[src/rtl/pfpu_wbq.sv]
// ---------------------------------------------------------------------------
// pfpu_wbq -- PFPU writeback queue
//
// Collects results from two ALU result ports (A and B), buffers them in a
// small in-order FIFO and drives the single register-file write port with one
// result per cycle. When the queue is empty, a newly arriving result bypasses
// the FIFO and appears on the write port the next cycle.
//
// Handshake: valid_a / valid_b are one-cycle strobes with no ready. A result
// is either taken (bypassed or queued) on the edge that samples its strobe,
// or it is dropped, and the drop is recorded in the sticky overflow flag.
// stall_o tells the sequencer to stop issuing early enough that results
// still in the ALU pipelines can be absorbed.
//
// Ports
//   sys_clk, sys_rst_n      clock, asynchronous active-low reset
//   alu_rst                 synchronous flush (queue and write strobe)
//   valid_a/dest_a/r_a      ALU port A result
//   valid_b/dest_b/r_b      ALU port B result
//   ovf_clr                 clears the sticky overflow flag
//   regf_we/waddr/wdat      registered register-file write port
//   stall_o                 queue near full
//   busy_o                  queue non-empty or a write is in flight
//   overflow                sticky: a result was dropped
// ---------------------------------------------------------------------------
module pfpu_wbq #(
  parameter int DEPTH        = 8,
  parameter int STALL_MARGIN = 3
) (
  input  logic        sys_clk,
  input  logic        sys_rst_n,
  input  logic        alu_rst,
  input  logic        valid_a,
  input  logic [6:0]  dest_a,
  input  logic [31:0] r_a,
  input  logic        valid_b,
  input  logic [6:0]  dest_b,
  input  logic [31:0] r_b,
  input  logic        ovf_clr,
  output logic        regf_we,
  output logic [6:0]  regf_waddr,
  output logic [31:0] regf_wdat,
  output logic        stall_o,
  output logic        busy_o,
  output logic        overflow
);

  localparam int CW = $clog2(DEPTH + 1);
  localparam int PW = $clog2(DEPTH);
  localparam logic [CW-1:0] DEPTH_C  = CW'(DEPTH);
  localparam logic [CW-1:0] STALL_TH = CW'(DEPTH - STALL_MARGIN);

  // Each entry is {dest, data}.
  logic [38:0]   mem_q [DEPTH];
  logic [PW-1:0] wr_ptr_q, wr_ptr_d, wr_ptr_b, rd_ptr_q, rd_ptr_d;
  logic [CW-1:0] count_q, count_d, free, need_b;
  logic          regf_we_q;
  logic [6:0]    regf_waddr_q;
  logic [31:0]   regf_wdat_q;
  logic          overflow_q;

  logic          pop, push_a_req, push_b_req, push_a, push_b, drop;
  logic          sel_we;
  logic [38:0]   sel_ent;

  always_comb begin
    pop        = (count_q != '0);
    // A bypasses only when the queue is empty; B bypasses only when the queue
    // is empty and A is idle. Anything not bypassed wants a FIFO slot.
    push_a_req = valid_a & pop;
    push_b_req = valid_b & (pop | valid_a);
    // The head leaves this edge, so its slot is reusable by the pushes.
    free       = DEPTH_C - count_q + CW'(pop);
    push_a     = push_a_req & (free != '0);
    need_b     = push_a ? CW'(2) : CW'(1);
    push_b     = push_b_req & (free >= need_b);
    drop       = (push_a_req & ~push_a) | (push_b_req & ~push_b);

    wr_ptr_b   = wr_ptr_q + PW'(push_a);
    wr_ptr_d   = wr_ptr_q + PW'(push_a) + PW'(push_b);
    rd_ptr_d   = rd_ptr_q + PW'(pop);
    count_d    = count_q + CW'(push_a) + CW'(push_b) - CW'(pop);

    sel_we  = 1'b1;
    sel_ent = mem_q[rd_ptr_q];
    if (!pop) begin
      if (valid_a)      sel_ent = {dest_a, r_a};
      else if (valid_b) sel_ent = {dest_b, r_b};
      else              sel_we  = 1'b0;
    end
  end

  always_ff @(posedge sys_clk or negedge sys_rst_n) begin
    if (!sys_rst_n) begin
      wr_ptr_q     <= '0;
      rd_ptr_q     <= '0;
      count_q      <= '0;
      regf_we_q    <= 1'b0;
      regf_waddr_q <= '0;
      regf_wdat_q  <= '0;
      overflow_q   <= 1'b0;
    end else if (alu_rst) begin
      // Flush: inputs this cycle are discarded, overflow is left alone.
      wr_ptr_q  <= '0;
      rd_ptr_q  <= '0;
      count_q   <= '0;
      regf_we_q <= 1'b0;
    end else begin
      wr_ptr_q  <= wr_ptr_d;
      rd_ptr_q  <= rd_ptr_d;
      count_q   <= count_d;
      regf_we_q <= sel_we;
      if (sel_we) begin
        regf_waddr_q <= sel_ent[38:32];
        regf_wdat_q  <= sel_ent[31:0];
      end
      // A new drop wins over a simultaneous clear.
      if (drop)         overflow_q <= 1'b1;
      else if (ovf_clr) overflow_q <= 1'b0;
    end
  end

  // Storage array is not reset; only slots between the pointers are valid.
  always_ff @(posedge sys_clk) begin
    if (!alu_rst) begin
      if (push_a) mem_q[wr_ptr_q] <= {dest_a, r_a};
      if (push_b) mem_q[wr_ptr_b] <= {dest_b, r_b};
    end
  end

  assign regf_we    = regf_we_q;
  assign regf_waddr = regf_waddr_q;
  assign regf_wdat  = regf_wdat_q;
  assign overflow   = overflow_q;
  assign stall_o    = (count_q >= STALL_TH);
  assign busy_o     = (count_q != '0) | regf_we_q;

endmodule

[config.mk]
export PLATFORM = sky130hd
export DESIGN_NAME = pfpu_wbq
export DESIGN_NICKNAME = d
export VERILOG_FILES = /design/src/rtl/pfpu_wbq.sv
export SDC_FILE = /design/constraint.sdc
export NUM_CORES = 1
export LEC_CHECK = 0
export ABC_AREA = 1
export BUFFER_PORTS_ARGS = -buffer_cell sky130_fd_sc_hd__buf_2
export CORE_MARGIN = 4
export CORE_UTILIZATION = 45
export DETAILED_ROUTE_END_ITERATION = 8
export PLACE_DENSITY = 0.62
export SKIP_CTS_REPAIR_TIMING = 1
export SYNTH_ARGS = -nofsm -noshare
export SYNTH_HDL_FRONTEND = slang
export SYNTH_SLANG_ARGS = --single-unit
[constraint.sdc]
create_clock -name sys_clk -period 4.7 [get_ports sys_clk]
set_clock_uncertainty 0.2 [all_clocks]
set_input_delay 0.47 -clock sys_clk [delete_from_list [all_inputs] [get_ports sys_clk]]
set_output_delay 0.47 -clock sys_clk [all_outputs]
set_load 0.01 [all_outputs]
==> impl_metrics.csv <==
group,metric,value,unit
status,status,"completed",
grt,grt_pass1_vias,18218,
pwr,vdd_ir_drop_max,0.000632,V
place,place_area,21500,um^2
detailed_routing,dr.first_iter.drc_count,2599,
worst_setup_path,reg2reg_depth,25,
flow_run,drv_cap,0,
grt,grt_use_total,0.283,
worst_setup_path,crit_fanout,29,
detailed_routing,wl_per_cell,23.2,um
worst_setup_path,slowest_delay,0.42,ns
sta,fin_setup_tns,0,ns
floorplan,die_y,223,um
floorplan,coreArea,45600,um^2
sta,slew_viol_final,0,
floorplan,top_level_ports,127,
layout,utilization,0.500,
layout,syn_to_final_growth,9.55,%
worst_setup_path,timing.rr.start,"count_q[2]",
yosys,synth_fp_nets,2690,
hold_path,worstHoldPathType,"input port to flop",
worst_setup_path,rr_endpoint,"mem_q[6][33]",
yosys,synth_area,20800,um^2
grt,grt_first_pass_wirelength,110000,um
pwr,leakage,0.00970,uW
pwr,finalPower,13400,uW
detailed_routing,detail_route.first_pass.iterations,5,
detailed_routing,vias,19015,
floorplan,rows,78,
layout,multiInputGateArea,8630,um^2
yosys,synth_warnings,0,
cts,clock_latency,0.57,ns
pwr,cellPowerDensity,588,nW/um^2
sta,fin_crit,4.33,ns
layout,num-fill-cells,4318,
hold_path,hold_path_depth,2,
worst_setup_path,slowest_stage,"dfrtp_1",
grt,grt_max_degree,201,
cts,cts-root-buf,"clkbuf_16",
cts,numCtsBuffers,42,
yosys,synth_cell_type_count,26,
detailed_routing,drc,0,
yosys,syn_inst,2588,
cts,htreeDepth,2,
sta,tightest_slew,1.22,ns
detailed_routing,wl,72700,um
sta,grt_setup_unrepaired,"false",
sta,max_freq,231,MHz
layout,design_area,22800,um^2
place,hpwl,35900,um
worst_setup_path,crit_arrival,4.38,ns
yosys,syn_avg_cell_area,8.04,um^2
floorplan,die-area,49800,um^2
floorplan,start_util,0.457,
layout,drive_above_1_share,0.104,
worst_setup_path,worst-setup-path-type,"flop to flop",
worst_setup_path,end_kind,"flop",
detailed_routing,detail-route-antenna-nets,0,
worst_setup_path,crit_buf_inv,8,
worst_setup_path,start_kind,"flop",
layout,final_nets,2610,
floorplan,die_w,223,um
yosys,ys_seq_elements,363,
sta,report.final.hold_viol_count,0,
hold_path,min_to,"rd_ptr_q[1]",
worst_setup_path,reg2reg_slack,0.37,ns
yosys,yosysSeqAreaShare,0.512,
hold_path,holdCritStartpoint,"alu_rst",
sta,min_period_over_period,0.922,
cts,path_clk_slew,0.06,ns
grt,grt_overflow_total,0,
sta,setup-violations-final,0,
sta,fin_hold_ws,0.0407,ns
worst_setup_path,worst_path_most_repeated_cell,"nand2_1",
cts,tritoncts,"built",
detailed_routing,routed_via_density,6.05,
cts,cts_buffer_depth,3,
grt,antenna_found_initial,10,
layout,register_area,10700,um^2
worst_setup_path,required,4.74,ns
place,gp_congestion,0.813,
sta,slew_headroom,0.186,
cts,clock_sink_count,363,
place,portBuffers,126,
worst_setup_path,path_delay_family,"simple AND/OR/NAND/NOR gates",
[per-layer routing]
layer  part of all wire  vias up  GRT usage
met3               0.11      191     0.0636
li1                   -     8712          -
met2               0.46     1050      0.448
met1               0.40     9050      0.388
met4              0.033       12     0.0976
met5             0.0011        -          0
[worst max path at each step]
stage                     depth (start not counted)  slack (ns)       start            to
after global placement                           25        0.65  count_q[2]   mem_q[6][3]
final                                            25        0.37  count_q[2]  mem_q[6][33]
after detailed placement                         25        0.47  count_q[3]   mem_q[6][6]
after CTS                                        25        0.45  count_q[3]  mem_q[6][33]
after global routing                             25        0.12  count_q[2]  mem_q[6][33]
after floorplan                                  26        0.12  count_q[2]   mem_q[6][0]
[worst register-to-register path, stage by stage (launching register included)]
cell and delay (ns):
dfrtp_1 0.42, inv_2 0.10, ha_1 0.21, nand2_2 0.08, inv_2 0.06, ha_1 0.16
inv_2 0.05, ha_1 0.19, inv_1 0.06, nand2_1 0.04, nand2_1 0.07, inv_1 0.04
nor2_1 0.17, nand3_1 0.13, nand2_1 0.16, inv_1 0.06, ha_1 0.18, ha_1 0.21
inv_1 0.09, nand2_1 0.07, nand2_1 0.13, nand2_1 0.16, nor2_4 0.12, nand4_1 0.14
nand2_2 0.36, buf_12 0.29
[area by class of cell]
class	instances	share of cell area
tap	600	0.0329
antenna	4	0.000439
timing repair buffer	174	0.0504
clock buffer	55	0.0487
inverter	77	0.0131
clock inverter	18	0.00867
sequential	363	0.467
multi-input combinational	1850	0.379
[placed cells by master, fill, tap and decap left out, types with 2 or more instances in the layout]
master / instances
a21oi_1: 57
buf_12: 12
buf_2: 125
buf_4: 35
bufinv_16: 4
clkbuf_1: 12
clkbuf_16: 42
clkinv_1: 7
clkinv_2: 5
clkinvlp_4: 2
dfrtp_1: 48
dfrtp_2: 2
diode_2: 4
dlygate4sd3_1: 2
edfxtp_1: 312
fa_1: 2
ha_1: 16
inv_1: 66
inv_2: 9
nand2_1: 896
nand2_2: 9
nand3_1: 109
nand4_1: 329
nor2_1: 243
nor2_2: 2
nor2_4: 9
o211ai_1: 43
o21ai_0: 104
o22ai_1: 25
[cell families after synthesis]
family,count (synthesis),share of synthesized area
simple gates,1601,0.337
buf+inv,375,0.0777
xor+xnor,1,0.000421
compound gates,230,0.0620
fa+ha+maj,18,0.0115
flops,363,0.512
[sequential cells by signal (all words and copies together), names as in the netlist]
register and cells:
regf_waddr 7, regf_wdat 32, regf_we 1, count_q 4
wr_ptr_q 3, overflow 1, mem_q 312, rd_ptr_q 3
[per-stage QoR]
| stage | instances | setup WS (ns) |
|---|---|---|
| 6_report | 3141 | 0.365 |
| 5_1_grt | 3141 | 0.119 |
| 4_1_cts | 3135 | 0.446 |
| 3_5_place_dp | 3062 | 0.466 |
| 3_3_place_gp | 3062 | 0.651 |
| 2_1_floorplan | 2588 | 0.118 |
[where the power goes]
part / leakage [uW] / switching (uW) / internal (uW)
registers: 0.00343 / 205 / 4170
logic: 0.00564 / 4260 / 1540
clock network: 0.000629 / 1350 / 1880
[cells in the mapped netlist]
master	instances	area, um^2
nor2_1	245	920
o21ai_1	1	5.00
buf_2	131	656
fa_1	2	40.0
nand3_1	109	546
nand2_1	905	3400
nand4_1	329	2060
nor2_4	1	11.3
xor2_1	1	8.76
o211ai_1	43	323
buf_1	49	184
nand3_2	1	10.0
dfrtp_1	51	1280
o22ai_1	25	156
edfxtp_1	312	9370
o21ai_0	104	521
inv_1	67	251
a21oi_1	57	285
or2_1	1	6.26
inv_2	10	37.5
or2_2	1	6.26
nor2_2	8	50.1
clkbuf_1	106	398
ha_1	16	200
nand2_2	1	6.26
buf_4	12	90.1
Note: power is estimated with default switching activity, not from simulation.
